--- src/rtl/div_tc_32_32.sv ---
// rtl/div_tc_32_32.sv - sequential radix-2 restoring divider, start/busy/done handshake; DIV_SIGNED_EN selects two's-complement mode
module div_tc_32_32 #(
  parameter int WIDTH = 32
) (
  input  logic             clk,
  input  logic             rst_n,
  input  logic             start,
  input  logic [WIDTH-1:0] dividend,
  input  logic [WIDTH-1:0] divisor,
  output logic             busy,
  output logic             done,
  output logic [WIDTH-1:0] quotient,
  output logic [WIDTH-1:0] remainder,
  output logic             div_by_zero
);

  localparam int CW = $clog2(WIDTH + 1);

  typedef enum logic [1:0] {IDLE, RUN, FIX} state_t;

  state_t           state;
  logic [WIDTH-1:0] r;
  logic [WIDTH-1:0] q;
  logic [WIDTH-1:0] d;
  logic [CW-1:0]    cnt;
  logic             dbz;

  logic [WIDTH:0]   shifted;
  logic [WIDTH:0]   diff;
  logic             carry;
  logic [WIDTH-1:0] a_mag;
  logic [WIDTH-1:0] b_mag;
  logic [WIDTH-1:0] q_res;
  logic [WIDTH-1:0] r_res;
  logic             unused_bits;

  // Trial subtraction: shifted partial remainder plus inverted divisor plus one
  assign shifted          = {r, q[WIDTH-1]};
  assign {carry, diff}    = {1'b0, shifted} + {1'b0, ~{1'b0, d}} + {{(WIDTH + 1){1'b0}}, 1'b1};
  // When the subtraction is kept the result is below the divisor, so the top bits are always zero
  assign unused_bits      = ^{diff[WIDTH], shifted[WIDTH]};

`ifdef DIV_SIGNED_EN
  logic neg_q;
  logic neg_r;

  assign a_mag = dividend[WIDTH-1] ? (~dividend + 1'b1) : dividend;
  assign b_mag = divisor[WIDTH-1]  ? (~divisor + 1'b1)  : divisor;
  assign q_res = neg_q ? (~q + 1'b1) : q;
  assign r_res = neg_r ? (~r + 1'b1) : r;

  // Sign correction flags; cleared for divide-by-zero so the raw dividend passes through
  always_ff @(posedge clk or negedge rst_n) begin
    if (!rst_n) begin
      neg_q <= 1'b0;
      neg_r <= 1'b0;
    end else if (state == IDLE && start) begin
      neg_q <= (dividend[WIDTH-1] ^ divisor[WIDTH-1]) && (divisor != '0);
      neg_r <= dividend[WIDTH-1] && (divisor != '0);
    end
  end
`else
  assign a_mag = dividend;
  assign b_mag = divisor;
  assign q_res = q;
  assign r_res = r;
`endif

  // Control FSM and datapath: accept, iterate WIDTH times, publish results for one cycle
  always_ff @(posedge clk or negedge rst_n) begin
    if (!rst_n) begin
      state       <= IDLE;
      r           <= '0;
      q           <= '0;
      d           <= '0;
      cnt         <= '0;
      dbz         <= 1'b0;
      busy        <= 1'b0;
      done        <= 1'b0;
      quotient    <= '0;
      remainder   <= '0;
      div_by_zero <= 1'b0;
    end else begin
      done <= 1'b0;
      case (state)
        IDLE: begin
          if (start) begin
            busy <= 1'b1;
            d    <= b_mag;
            cnt  <= CW'(WIDTH);
            dbz  <= (divisor == '0);
            if (divisor == '0) begin
              // Divide by zero skips the iterations: all-ones quotient, dividend as remainder
              r     <= dividend;
              q     <= '1;
              state <= FIX;
            end else begin
              r     <= '0;
              q     <= a_mag;
              state <= RUN;
            end
          end
        end
        RUN: begin
          r   <= carry ? diff[WIDTH-1:0] : shifted[WIDTH-1:0];
          q   <= {q[WIDTH-2:0], carry};
          cnt <= cnt - CW'(1);
          if (cnt == CW'(1)) state <= FIX;
        end
        FIX: begin
          quotient    <= q_res;
          remainder   <= r_res;
          div_by_zero <= dbz;
          done        <= 1'b1;
          busy        <= 1'b0;
          state       <= IDLE;
        end
        default: state <= IDLE;
      endcase
    end
  end

endmodule

--- config.mk ---
export PLATFORM = sky130hd
export DESIGN_NAME = div_tc_32_32
export DESIGN_NICKNAME = d
export VERILOG_FILES = /design/src/rtl/div_tc_32_32.sv
export SDC_FILE = /design/constraint.sdc
export NUM_CORES = 1
export LEC_CHECK = 0
export BUFFER_PORTS_ARGS = -buffer_cell sky130_fd_sc_hd__buf_2
export CAP_MARGIN = 20
export CORE_AREA = 10 10 187 189
export DETAILED_ROUTE_END_ITERATION = 10
export DIE_AREA = 0 0 197 199
export PLACE_DENSITY_LB_ADDON = 0.1
export SKIP_LAST_GASP = 1
export SLEW_MARGIN = 15
export SYNTH_ARGS = -nofsm -noshare
export SYNTH_HDL_FRONTEND = slang
export SYNTH_SLANG_ARGS = --single-unit
export TNS_END_PERCENT = 10
--- constraint.sdc ---
create_clock -name clk -period 3 [get_ports clk]
set_input_delay 0.3 -clock clk [delete_from_list [all_inputs] [get_ports clk]]
set_output_delay 0.3 -clock clk [all_outputs]
set_load 0.03 [all_outputs]
# Yosys cells after proc, flatten, opt, wreduce, memory -nomap -nowiden
# Cells that the tools add are included.
[totals]
reg_bits = 172
in_bits = 67
out_inout_bits = 67
elab_cells = 44
[classes]
add_sub_neg = 3
eq_ne = 5
muxes = 16
bitwise = 1
reduce_logical = 8
[ops]
columns = ["op", "count"]
rows = [
  ["$mux W32", 5],
  ["$pmux W32 S2", 2],
  ["$add A33 B33 Y34", 1],
  ["$add A34 B1 Y34 const B", 1],
  ["$not A32 Y33", 1],
  ["$logic_not A32 Y1", 1],
  ["$pmux W6 S2", 1],
  ["$reduce_and A2 Y1", 4],
  ["$eq A6 B1 Y1 const B", 1],
  ["$mux W2", 3],
  ["$mux W6", 1],
  ["$sub A6 B1 Y6 const B", 1],
  ["$ne A2 B2 Y1 const B", 2],
  ["$pmux W2 S2", 1],
  ["$reduce_bool A2 Y1", 2],
  ["$eq A2 B1 Y1 const B", 1],
  ["$eq A2 B2 Y1 const B", 1],
  ["$logic_not A2 Y1", 1],
  ["$mux W1", 2],
  ["$pmux W1 S2", 1],
]

# Logic depth before layout (Yosys ltp)
[logic_depth]
ltp_word = 5
mapped_depth = 14
ltp_nobuf = 11

# Worst setup path after synthesis
# Ideal clock, no wire load.
[synth_timing]
path_type = "reg2reg"
startpoint = "reg r[23]"
endpoint = "reg r[15]"
setup_ns = 0.126
arrival_time_ns = 2.594
required_time_ns = 2.874
slack_ns = 0.280
stages_incl_launch_ff = 13
path_buffers = 3
synth_period_minus_slack_ns = 2.720
cell_sequence = "dfrtp_1 ha_1 buf_2 a21oi_1 o21a_1 nor2_1 o31a_1 a211o_1 buf_6 nor2_1 buf_2 nor3_1 a221o_1"
[synth_between]
elab_chain_len = 4
[synth_lines]
columns = ["item", "line_no", "source"]
rows = [
  ["from (decl)", "22", "logic [WIDTH-1:0] r;"],
  ["from (signal assigned)", "94", "r <= dividend;"],
  ["from (signal assigned)", "105", "r <= carry ? diff[WIDTH-1:0] : shifted[WIDTH-1:0];"],
  ["$add A33 B33 Y34", "39", "assign {carry, diff} = {1'b0, shifted} + {1'b0, ~{1'b0, d}} + {{(WIDTH + 1){1'b0}}, 1'b1};"],
  ["$add A34 B1 Y34", "39", ""],
  ["$mux W32", "105", ""],
  ["$pmux W32 S2", "85", "case (state)"],
]
# Every way passes these cells.
# A chain may end at the register's enable or synchronous reset.

# Worst setup path in the final report
[layout_timing]
startpoint = "reg r[22]"
endpoint = "reg r[30]"
# The elaborated chain is that of the path after synthesis.

==> summary.txt <==
Run status
  – Outcome: complete, no violations

Synth
  – Mapped Cells: 1097
  – Synth Flop Type: dfrtp_1
  – Synthesized area: 9201 sq um
  – Synth warnings: 0
  – Total nets after synthesis: 1199
  – Synth cell types: 62
  – FF+latch count, synth: 172
  – Seq/Total Area, Yosys: 46.78%
  – Mean post-synth cell area: 8.388 sq um
  – Synth async-reset ratio: 100.0%
  – Post-synth EDFFs: 0

Routing
  – First drt pass iteration count: 5
  – Routed Antenna Nets: 0
  – Total routed wirelength: 32.00 mm
  – Iter 0 DRT Violations: 704
  – DRC viols: 0
  – Vias/cell: 4.939
  – Vias: 8203
  – Wire per inst: 19.26 microns

Layout
  – Final Cell Area: 11390 sq um
  – Commonest cells after routing, fill and taps aside: nand2_1, dfrtp_1, buf_2
  – Fin nets: 1348
  – Area grow syn2layout: 23.82%
  – Commonest non-fill, non-tap cell in the layout: nand2_1
  – Multi-input logic area: 4681 sq um
  – Ratio of cells with drive above 1 in the final layout: 20.41%
  – Fill cell count: 3314
  – Final core occ: 36.48%
  – Storage element area: 4310 sq um
  – Antenna fix cells: 0

STA
  – Final Max Slew Viols: 0
  – Fin crit share: 95.64%
  – Worst relative slew slack: 31.78%
  – Total negative slack: 0 ps
  – PnR worst setup slack: 130.8 ps
  – Worst Max-Slew Pin Slew: 1023 ps
  – Final setup viols: 0
  – Fin. Hold Viols: 0
  – Max Clk Rate: 348.5 MHz
  – Unrepaired setup endpoints after global routing: true
  – Min Tclk post-route: 2869 ps
  – Clk_skew: 13.50 ps

GRT
  – Overall Global Routing Usage: 16.36%
  – Most crowded layer after global routing: met2
  – Gr ovfl total: 0
  – Met3 Use GR: 2.704%
  – Global-route wire length before repair: 49.49 mm
  – Grt met2 use: 24.68%
  – Pin count of the biggest net entering global routing: 101
  – Met1 Resource Use GR: 23.60%
  – Vias in the first global route: 8088
  – Number of antenna violations at the first check in global routing: 0

Power
  – Power density over the cells: 1509 nW/um^2
  – Clock share of power: 12.9%
  – Logic pwr share: 62.2%
  – Pint: 8.775 mW
  – Sw Share: 48.97%
  – Worst vdd ir: 0.6240 mV
  – P_sw: 8.421 mW
  – Static Leakage: 5.451 nW
  – Share of power burned in registers: 24.9%

Clock network
  – CTS tree: done
  – Clock root buffer: clkbuf_16
  – CTS clk-pin slew, worst paths: 80 ps
  – H-tree depth: 4
  – Worst-Skew Late Latency: 450 ps
  – CTS Buf Count: 17
  – Clk buf depth: 2
  – CTS Sinks: 172

Worst setup path
  – Crit path buffers/inverters: 1
  – Critical path's slowest cell: or4_1
  – Worst Setup Path Type: flop to flop
  – Critical path cell sequence: ha_4, and3_1, nand2_1, nor4b_4, o211a_1, a211o_1, buf_12, nand2_4, or4_1, o32ai_2
  – Startpoint types: flop
  – Critical path endpoint category: flop
  – Top delay family on crit path: simple AND/OR/NAND/NOR gates
  – Crit path depth: 10
  – Reg2reg setup slack: 130 ps
  – RR Endpoint: r[30]$_DFFE_PN0P_
  – RR Startpoint: r[22]$_DFFE_PN0P_
  – Worst R2R Path Depth: 10
  – Max incr delay on CP: 550 ps
  – CP arrival: 3210 ps
  – CP max FO: 16
  – Worst EP required: 3350 ps

Placed design
  – Port Buffers: 133
  – Placed wire-length estimate: 23.91 mm
  – DP Area: 10640 sq um
  – Gpl congestion: 0.8777
  – Worst slack at placement: 48.20 ps

Hold path
  – Hold depth: 3
  – Hold path start: divisor[23]
  – Hold EP: d[23]$_DFFE_PN0P_
  – Hold Path Class: input port to flop

Flow run
  – Max cap viols: 0

Die
  – Die Span X: 197 microns
  – Core ar.: 31230 sq um
  – # IOs: 134
  – FP Rows: 65
  – Starting Density: 29.46%
  – Die area: 39200 sq um
  – Vert. Die Dim: 199 microns
cells by family after synthesis:
group | synth area share [%]
flops | 46.78
fa+ha+maj | 4.841
mux | 1.645
simple gates | 23.42
xor+xnor | 2.665
buf+inv | 4.270
compound gates | 16.39
worst max-delay path by stage:
stage                              endpoint  slack [ps]              start
after global routing      r[30]$_DFFE_PN0P_         -30  r[22]$_DFFE_PN0P_
after global placement    r[30]$_DFFE_PN0P_         130  r[21]$_DFFE_PN0P_
after detailed placement  r[30]$_DFFE_PN0P_          50  r[21]$_DFFE_PN0P_
after CTS                 r[30]$_DFFE_PN0P_          20  r[21]$_DFFE_PN0P_
final                     r[30]$_DFFE_PN0P_         130  r[22]$_DFFE_PN0P_
after floorplan           r[15]$_DFFE_PN0P_         280  r[23]$_DFFE_PN0P_
registers in the layout, summed over array words and instances (netlist names):
| name | flops |
|---|---|
| busy | 1 |
| cnt | 6 |
| d | 32 |
| dbz | 1 |
| div_by_zero | 1 |
| done | 1 |
| q | 32 |
| quotient | 32 |
| r | 32 |
| remainder | 32 |
| state | 2 |
worst register-to-register path, cell delays in order (launching register included):
cell     delay [ps]
dfrtp_1         480
ha_4            330
and3_1          170
nand2_1         140
nor4b_4         310
o211a_1         190
a211o_1         160
buf_12          170
nand2_4          60
or4_1           550
o32ai_2         200
Yosys cell counts (15+ instances only):
cell,instances,area (sq um)
nand2_1,306,1149
dfrtp_1,172,4304
nor2_1,91,341.6
o21ai_0,60,300.3
a21oi_1,55,275.3
clkbuf_1,50,187.7
nor3_1,44,220.2
inv_1,39,146.4
o31ai_1,36,270.3
ha_1,34,425.4
xnor2_1,15,131.4
metal layers:
| layer | wire length (microns) | vias up |
|---|---|---|
| li1 | - | 4061 |
| met1 | 16220 | 3926 |
| met2 | 14080 | 193 |
| met5 | 0 | - |
| met3 | 1267 | 23 |
| met4 | 431 | 0 |
power by group through the flow:
stage | clock network, mW | logic, mW | registers, mW
floorplan | 0 | 6.39 | 4.81
global placement | 0 | 10.5 | 4.28
detailed placement | 0 | 10.4 | 4.29
CTS | 2.28 | 10.4 | 4.25
global route | 2.39 | 11.9 | 4.41
finish | 2.21 | 10.7 | 4.29
final cells by class:
cell class / count / share of cell area [%]
tap: 402 / 4.415
timing repair buffer: 191 / 10.32
clock inverter: 14 / 1.175
inverter: 40 / 1.318
clock buffer: 18 / 3.855
sequential: 172 / 37.83
multi-input combinational: 824 / 41.08
through the flow:
step	power, mW	hold WS, ps	cells
floorplan	11.20	4.409	1097
finish	17.20	69.17	1661
global route	18.73	72.12	1661
detailed placement	14.69	352.9	1627
global placement	14.75	346.7	1627
CTS	16.97	55.92	1660
repair_timing:
item	4_1_cts	5_1_grt
resized for setup	0	24
hold buffers	1	0
hold endpoints to repair	58	0
buffers inserted	0	0
endpoints found under the setup margin	0	19
(Power assumes the default switching activity.)
